`src/rtl/ai_accel_wb_initiator.sv`:
```
// Wishbone initiator that runs one matmul job on the accelerator responder.
// Optional per-strobe watchdog: define WB_TIMEOUT_EN.
module ai_accel_wb_initiator #(
    parameter int IDX_W       = 15,
    parameter int MAX_DIM     = 15,
    parameter int TIMEOUT_CYC = 65535
) (
    input  logic        wishbone_clk_i,
    input  logic        wishbone_rst_ni,
    input  logic        job_start_i,
    input  logic [4:0]  job_rows_a_i,
    input  logic [4:0]  job_cols_a_i,
    input  logic [4:0]  job_cols_b_i,
    output logic        job_busy_o,
    output logic        job_done_o,
    output logic        job_err_o,
    input  logic        in_valid_i,
    input  logic [31:0] in_data_i,
    output logic        in_ready_o,
    output logic        out_valid_o,
    output logic [31:0] out_data_o,
    output logic        out_last_o,
    input  logic        out_ready_i,
    output logic [31:0] wishbone_addr_o,
    output logic        wishbone_we_o,
    output logic [31:0] wishbone_data_o,
    output logic        wishbone_stb_o,
    input  logic        wishbone_ack_i,
    input  logic [31:0] wishbone_data_i
);

    typedef enum logic [3:0] {
        S_IDLE, S_CFG, S_LOAD_A, S_LOAD_B, S_GO, S_WAIT, S_READ, S_PUSH, S_DONE, S_ERR
    } state_t;

    state_t             state_q, state_d;
    logic [4:0]         rows_a_q, rows_a_d, cols_a_q, cols_a_d, cols_b_q, cols_b_d;
    logic [IDX_W-1:0]   row_q, row_d, col_q, col_d;
    logic [2:0]         cfg_idx_q, cfg_idx_d;
    logic               stb_q, stb_d, we_q, we_d;
    logic [31:0]        addr_q, addr_d, wdata_q, wdata_d, rdata_q, rdata_d;

    logic [4:0]         row_lim, col_lim;
    logic [IDX_W-1:0]   row_max, col_max;
    logic               last_elem, ack_v, dims_ok;
    logic [31:0]        cfg_val;

`ifdef WB_TIMEOUT_EN
    localparam int TW = $clog2(TIMEOUT_CYC + 1);
    logic [TW-1:0] tmo_q, tmo_d;
`endif

    function automatic logic dim_ok(input logic [4:0] d);
        return (d != 5'd0) && (int'(d) <= MAX_DIM);
    endfunction

    // The same row/col counters walk A, B and C; only the limits change.
    always_comb begin
        case (state_q)
            S_LOAD_A: begin row_lim = rows_a_q; col_lim = cols_a_q; end
            S_LOAD_B: begin row_lim = cols_a_q; col_lim = cols_b_q; end
            default:  begin row_lim = rows_a_q; col_lim = cols_b_q; end
        endcase
    end

    assign row_max   = IDX_W'(row_lim - 5'd1);
    assign col_max   = IDX_W'(col_lim - 5'd1);
    assign last_elem = (row_q == row_max) && (col_q == col_max);
    assign ack_v     = stb_q & wishbone_ack_i;
    assign dims_ok   = dim_ok(job_rows_a_i) && dim_ok(job_cols_a_i) && dim_ok(job_cols_b_i);

    always_comb begin
        case (cfg_idx_q)
            3'd0:    cfg_val = 32'd1;
            3'd1:    cfg_val = 32'(cols_a_q);
            3'd2:    cfg_val = 32'(rows_a_q);
            3'd3:    cfg_val = 32'(cols_b_q);
            default: cfg_val = 32'(cols_a_q);
        endcase
    end

    always_comb begin
        state_d   = state_q;
        rows_a_d  = rows_a_q;
        cols_a_d  = cols_a_q;
        cols_b_d  = cols_b_q;
        row_d     = row_q;
        col_d     = col_q;
        cfg_idx_d = cfg_idx_q;
        stb_d     = stb_q;
        we_d      = we_q;
        addr_d    = addr_q;
        wdata_d   = wdata_q;
        rdata_d   = rdata_q;
        in_ready_o  = 1'b0;
        out_valid_o = 1'b0;

        case (state_q)
            S_IDLE: if (job_start_i) begin
                if (dims_ok) begin
                    state_d   = S_CFG;
                    rows_a_d  = job_rows_a_i;
                    cols_a_d  = job_cols_a_i;
                    cols_b_d  = job_cols_b_i;
                    row_d     = '0;
                    col_d     = '0;
                    cfg_idx_d = '0;
                end else begin
                    state_d = S_ERR;
                end
            end
            S_CFG: begin
                if (!stb_q) begin
                    stb_d   = 1'b1;
                    we_d    = 1'b1;
                    addr_d  = 32'(cfg_idx_q);
                    wdata_d = cfg_val;
                end else if (ack_v) begin
                    stb_d = 1'b0;
                    if (cfg_idx_q == 3'd4) state_d = S_LOAD_A;
                    else cfg_idx_d = cfg_idx_q + 3'd1;
                end
            end
            S_LOAD_A, S_LOAD_B: begin
                in_ready_o = !stb_q;
                if (!stb_q && in_valid_i) begin
                    stb_d   = 1'b1;
                    we_d    = 1'b1;
                    addr_d  = 32'({(state_q == S_LOAD_A) ? 2'b01 : 2'b10, row_q, col_q});
                    wdata_d = in_data_i;
                end else if (ack_v) begin
                    stb_d = 1'b0;
                    if (last_elem) begin
                        row_d   = '0;
                        col_d   = '0;
                        state_d = (state_q == S_LOAD_A) ? S_LOAD_B : S_GO;
                    end else if (col_q == col_max) begin
                        col_d = '0;
                        row_d = row_q + 1'b1;
                    end else begin
                        col_d = col_q + 1'b1;
                    end
                end
            end
            S_GO: begin
                if (!stb_q) begin
                    stb_d   = 1'b1;
                    we_d    = 1'b1;
                    addr_d  = 32'd5;
                    wdata_d = 32'hFFFF_FFFF;
                end else if (ack_v) begin
                    stb_d   = 1'b0;
                    state_d = S_WAIT;
                end
            end
            // WAIT is the first C read at (0,0); the responder stalls its ack until done.
            S_WAIT, S_READ: begin
                if (!stb_q) begin
                    stb_d  = 1'b1;
                    we_d   = 1'b0;
                    addr_d = 32'({2'b00, row_q, col_q});
                end else if (ack_v) begin
                    stb_d   = 1'b0;
                    rdata_d = wishbone_data_i;
                    state_d = S_PUSH;
                end
            end
            S_PUSH: begin
                out_valid_o = 1'b1;
                if (out_ready_i) begin
                    if (last_elem) begin
                        state_d = S_DONE;
                    end else begin
                        state_d = S_READ;
                        if (col_q == col_max) begin
                            col_d = '0;
                            row_d = row_q + 1'b1;
                        end else begin
                            col_d = col_q + 1'b1;
                        end
                    end
                end
            end
            S_DONE, S_ERR: state_d = S_IDLE;
            default:       state_d = S_IDLE;
        endcase

`ifdef WB_TIMEOUT_EN
        tmo_d = (!stb_q || wishbone_ack_i) ? '0 : tmo_q + 1'b1;
        if (stb_q && !wishbone_ack_i && (tmo_q == TW'(TIMEOUT_CYC - 1))) begin
            stb_d   = 1'b0;
            state_d = S_ERR;
        end
`endif
    end

    always_ff @(posedge wishbone_clk_i or negedge wishbone_rst_ni) begin
        if (!wishbone_rst_ni) begin
            state_q   <= S_IDLE;
            rows_a_q  <= '0;
            cols_a_q  <= '0;
            cols_b_q  <= '0;
            row_q     <= '0;
            col_q     <= '0;
            cfg_idx_q <= '0;
            stb_q     <= 1'b0;
            we_q      <= 1'b0;
            addr_q    <= '0;
            wdata_q   <= '0;
            rdata_q   <= '0;
`ifdef WB_TIMEOUT_EN
            tmo_q     <= '0;
`endif
        end else begin
            state_q   <= state_d;
            rows_a_q  <= rows_a_d;
            cols_a_q  <= cols_a_d;
            cols_b_q  <= cols_b_d;
            row_q     <= row_d;
            col_q     <= col_d;
            cfg_idx_q <= cfg_idx_d;
            stb_q     <= stb_d;
            we_q      <= we_d;
            addr_q    <= addr_d;
            wdata_q   <= wdata_d;
            rdata_q   <= rdata_d;
`ifdef WB_TIMEOUT_EN
            tmo_q     <= tmo_d;
`endif
        end
    end

    assign job_busy_o      = !(state_q inside {S_IDLE, S_DONE, S_ERR});
    assign job_done_o      = (state_q == S_DONE);
    assign job_err_o       = (state_q == S_ERR);
    assign out_data_o      = rdata_q;
    assign out_last_o      = (state_q == S_PUSH) && last_elem;
    assign wishbone_addr_o = addr_q;
    assign wishbone_we_o   = we_q;
    assign wishbone_data_o = wdata_q;
    assign wishbone_stb_o  = stb_q;

endmodule
```
`config.mk`:
```
export PLATFORM = sky130hd
export DESIGN_NAME = ai_accel_wb_initiator
export DESIGN_NICKNAME = d
export VERILOG_FILES = /design/src/rtl/ai_accel_wb_initiator.sv
export SDC_FILE = /design/constraint.sdc
export NUM_CORES = 1
export LEC_CHECK = 0
export ABC_AREA = 1
export BUFFER_PORTS_ARGS = -buffer_cell sky130_fd_sc_hd__buf_4
export CAP_MARGIN = 20
export CORE_ASPECT_RATIO = 1.4
export CORE_UTILIZATION = 30
export DETAILED_ROUTE_END_ITERATION = 8
export HOLD_SLACK_MARGIN = 0.03
export SLEW_MARGIN = 15
export SYNTH_ARGS = -nofsm -noshare
export SYNTH_HDL_FRONTEND = slang
export SYNTH_SLANG_ARGS = --single-unit
export TNS_END_PERCENT = 1
```
`constraint.sdc`:
```
create_clock -name wishbone_clk_i -period 3.95 [get_ports wishbone_clk_i]
set_input_delay 1.185 -clock wishbone_clk_i [delete_from_list [all_inputs] [get_ports wishbone_clk_i]]
set_output_delay 1.185 -clock wishbone_clk_i [all_outputs]
set_load 0.01 [all_outputs]
```
## Word-level counts from Yosys, hierarchy flattened

Cells that the tools add are included.

| word-level totals | value |
|---|---|
| bits in registers | 150 |
| latch bits | 0 |
| bits in writable memories | 0 |
| bits in read-only memories | 0 |
| output and inout bits | 104 |
| memories | 0 |

| cells by class | value |
|---|---|
| $add $sub $neg | 5 |
| multipliers | 0 |
| divide/modulo/power cells | 0 |
| magnitude comparators | 3 |
| eq/ne operators | 35 |
| shift operators | 0 |
| mux-type cells | 62 |
| bitwise logic cells | 1 |
| reductions and logical operators | 35 |

Operators by type and width:

| cell | count |
|---|---|
| $mux 32 | 7 |
| $mux 15 | 14 |
| $pmux 32 s4 | 1 |
| $pmux 32 s3 | 1 |
| $pmux 15 s3 | 2 |
| $mux 4 | 14 |
| $ne 2x2->1 const B | 20 |
| $add 15x1->15 const B | 2 |
| $eq 15x15->1 | 2 |
| $pmux 4 s6 | 1 |
| $mux 3 | 6 |
| $eq 4x3->1 const B | 4 |
| $le 5x4->1 const B | 3 |
| $pmux 5 s3 | 1 |
| $reduce_bool 5->1 | 3 |
| $reduce_and 12->1 | 1 |
| $reduce_bool 3->1 | 4 |
| $sub 5x1->6 const B | 2 |
| $mux 5 | 2 |
| $mux 1 | 9 |
| $eq 4x2->1 const B | 2 |
| $eq 4x4->1 const B | 2 |
| $logic_and 1x1->1 | 8 |
| $reduce_and 4->1 | 2 |
| other kinds (22) | 28 |

## Longest topological paths before layout

| depth | value |
|---|---|
| depth in word-level cells | 9 |
| depth in mapped cells | 22 |
| gate-level depth less buffers | 21 |

## Worst setup path after synthesis

OpenSTA, ideal clock, no wires.

| path | value |
|---|---|
| kind | register to output |
| start point | register state_q[0] |
| end point | output port out_last_o |
| arrival | 2333 ps |
| slack | 432 ps |
| cell stages (with the launch flop) | 17 |
| path buffers | 1 |
| path through | dfrtp_1 > nand2_2 > inv_2 > nand2_2 > buf_2 > nand2_2 > nand2_2 > ha_1 > xor2_1 > nand2_1 > nor2_1 > o21ai_1 > nor2_1 > nand3_1 > nor2_2 > nand4_4 > inv_1 |

| between the ends | value |
|---|---|
| cells in the longest elaborated chain, start to end | 6 |

RTL lines:

| item | line | source |
|---|---|---|
| from (decl) | 36 | `state_t state_q, state_d;` |
| from (signal assigned) | 215 | `state_q <= state_d;` |
| $eq 4x2->1 | 59 | `case (state_q)` |
| $mux 5 | 59 |  |
| $sub 5x1->6, on equally long branches | 66, 67 |  |
| $eq 15x15->1 | 68 | `assign last_elem = (row_q == row_max) && (col_q == col_max);` |
| $logic_and 1x1->1 | 68 |  |
| $logic_and 1x1->1 (*) | 237 | `assign out_last_o = (state_q == S_PUSH) && last_elem;` |
| to (decl) | 22 | `output logic out_last_o,` |

Every way passes the cells marked *; elsewhere a longest branch is shown, timed or not.

## Worst setup path in the final report

| path | value |
|---|---|
| start point | register state_q[3] |
| end point | output port out_last_o |

Same word-level chain as after synthesis.

==> impl_results.md <==
- Clock tree from TritonCTS: done
- Shortest clock period the worst path allows after layout: 3870 ps
- Total CTS buffers: 17
- Clock Sink Count: 150
- Final #Nets: 1318
- Avg Synthesized Cell Area: 7.94 sq um
- Initial Util: 30.4%
- Share of synthesized registers carrying an async set or reset: 100%
- Placement Setup Slack: 212 ps
- Distinct cell type count of the synthesized netlist: 40
- Root buffer cell: clkbuf_16
- Critical path endpoint category: output pin
- Top-area cell type share of the netlist area: 46.0%
- Routed Antenna Nets: 0
- Netlist Area Pre-Place: 0.00816 sq mm
- Placed Instances: 1555
- Count of synthesis-stage warnings from yosys: 0
- Number of buffers inserted for hold repair after clock tree synthesis: 0
- Power density over the cells: 819 mW/mm^2
- Remaining max-slew budget at the tightest pin: 37.1%
- Register-to-Register Setup Slack: 880 ps
- Pins Over Slew Limit: 0
- Initial antenna violation count: 0
- Global route overflow: 0
- Post-detail-place hpwl: 18800 microns
- Clock-pin transition on the worst setup and hold timing paths: 60 ps
- Critical-path maximum fanout: 6
- Data arrival time of the critical path: 2690 ps
- Routability congestion estimate: 0.888
- Rows: 71
- Flip-flop and latch area: 0.00375 sq mm
- Leakage power summed over all cells: 5.20 nW
- Cells after synthesis: 1027
- Average wire per cell in the routed design: 15.5 microns
- Routed length on met3: 1030 microns
- Ratio of routed vias to standard cells: 4.79
- Cell type with the highest aggregate area in the netlist: dfrtp_1
- # DRC: 0
- Max VDD drop: 701 uV
- Number of hold violations in the final report: 0
- Unrepaired setup endpoints after global routing: true
- GRT Util Overall: 18.6%
- Commonest cells in the netlist: 251 x nand2_1, 150 x dfrtp_1, 122 x nor2_1
- Antenna diode count: 0
- Maximum level of the CTS H-tree: 4
- Later-pin clock latency in the skew report: 430 ps
- Overall die width: 141 microns
- Multi-input logic area: 0.00390 sq mm
- Status: complete, no violations
- Global-route wire length before repair: 40100 microns
- Routed vias: 7681
- Layout fillers: 2778
- Critical path startpoint category: flip-flop
- Net count after synthesis: 1119
- Max Cap Viol: 0
- Flip-flop cell with the highest count after synthesis: dfrtp_1
- Post-synthesis sequential element count: 150
- Final Worst Setup Slack: 76.2 ps
- Router iterations before antenna repair: 5
- Worst min-delay path class: reg -> reg
- Die area: 0.0279 sq mm
- Final cycle utilization of the critical path: 98.1%
- Leading post-synthesis cells by cell area: dfrtp_1 46%, nand2_1 12%, nor2_1 5.6%
- Vias in the first global route: 7662
- Fraction of layout instances using a drive strength above 1: 27.0%
- Final setup violating endpoints: 0
- Maximum number of pins on one net before global-route repair: 78
- Max Buffers Root-to-Sink: 2
- Most used standard cell by instance count after synthesis: nand2_1
- Area overhead of the layout relative to synthesis: 32.3%
- Number of DRC markers in iteration 0: 450
- CP Class: reg -> out
- Top routing layer in use: met4
- Die span in y: 197 microns
- Finished Layout Cells: 1604
- Number of buffers added on ports: 188
- Boundary pin count: 189
- M1 wire length: 9770 microns
- Maximum clock skew at final layout: 9.26 ps
- Core area: 0.0268 sq mm
- EDFF count, synth: 0
- Length of routed met2 wiring: 13200 microns
- Sequential fraction of the synthesis area: 46.0%
- Achievable clock frequency: 258 MHz
- CP Data Required Time: 2760 ps
- Aggregate routed wire length: 24900 microns
- Transition at the pin with the smallest max-transition slack: 943 ps
-- area by class of cell --
class | instances | share of cell area, %
clock inverter | 11 | 1.28
sequential | 150 | 34.8
tap | 365 | 4.23
multi-input combinational | 731 | 36.1
inverter | 109 | 3.84
clock buffer | 21 | 4.45
timing repair buffer | 217 | 15.3
-- layout by cell type (no fill, tap or decap), types with 3 or more instances in the layout --
master,Yosys,layout
o31ai_1,28,28
inv_1,97,96
a22oi_1,5,5
nor2_4,6,8
o21ai_2,2,4
nand3_4,1,3
nor4_1,9,9
clkinv_1,3,3
buf_4,4,214
dfrtp_1,150,149
clkinv_4,0,4
xor2_1,9,9
ha_1,7,6
nand4_1,18,18
nor2_1,122,119
inv_6,0,4
a31oi_1,33,33
nor3_2,3,3
nand2_2,9,7
o21ai_0,38,38
a21oi_1,22,22
nand2_1,251,249
clkbuf_8,0,4
inv_2,9,9
nand2_4,2,6
nand3_1,85,84
o22ai_1,8,8
nor2_2,2,3
mux2_2,32,32
nor3_1,12,12
clkbuf_16,0,17
o21ai_1,15,13
-- path summary, 6_finish.rpt --
path,start,to,cells after the start
worst min-delay path,wishbone_addr_o[7],wishbone_addr_o[7],2
worst max-delay path,state_q[3],out_last_o,14
worst max register to register,state_q[3],col_q[10],20
max in group asynchronous,wishbone_rst_ni,wishbone_addr_o[25],2
worst min register to register,wishbone_addr_o[7],wishbone_addr_o[7],2
min in group asynchronous,wishbone_rst_ni,out_data_o[18],1
-- registers in the layout, summed over array words and instances, names as in the netlist --
signal / flops
cols_b_q: 5
wishbone_stb_o: 1
cfg_idx_q: 3
state_q: 4
cols_a_q: 5
row_q: 15
wishbone_data_o: 32
wishbone_we_o: 1
rows_a_q: 5
wishbone_addr_o: 32
out_data_o: 32
col_q: 15
-- layer usage --
metal,GRT usage [%],vias to the layer above
met3,3.22,48
met4,9.22,0
met5,0,-
li1,-,3817
met1,20.2,3617
met2,34.6,199
-- metrics by stage --
stage	cell area (sq um)	setup TNS (ps)	util [%]	hold slack (ps)	power [mW]
final	10800	0	40.2	481	8.84
after global routing	10800	-92.5	40.2	514	9.57
after detailed placement	9960	0	37.1	470	6.96
after floorplan	8160	0	-	471	5.50
after CTS	10700	0	39.8	485	8.81
after global placement	9960	0	37.1	460	6.91
-- cell families after synthesis --
kind of cell	after synthesis	share of synthesized area (%)
simple gates	529	28.9
compound gates	154	11.4
flops	150	46.0
buf+inv	146	7.21
mux	32	4.42
xor+xnor	9	0.966
fa+ha+maj	7	1.07
-- what timing repair did --
action	CTS	global route
setup endpoints to repair	1	1
pin swaps	4	9
hold endpoints to repair	0	0
resized for setup	9	11
gates cloned	0	0
buffers inserted	10	7
-- critical path: stages (launching register included) --
cell     delay (ps)
dfrtp_1         410
nor2_4          190
nand2_4         110
o21ai_2         220
ha_4            240
xor2_1          140
nand2_1          90
nor2_2          140
o21ai_1          80
nor2_1          100
nand3_1          90
nor2_2          160
nand4_4         120
inv_2            70
buf_4           110
-- power by group --
part	total (mW)	internal [mW]	switching, mW
Sequential	2.40	2.07	0.334
Combinational	4.74	1.74	3.00
Clock	1.70	1.01	0.685
Total	8.84	4.82	4.02
Note: power is estimated with default switching activity, not from simulation.
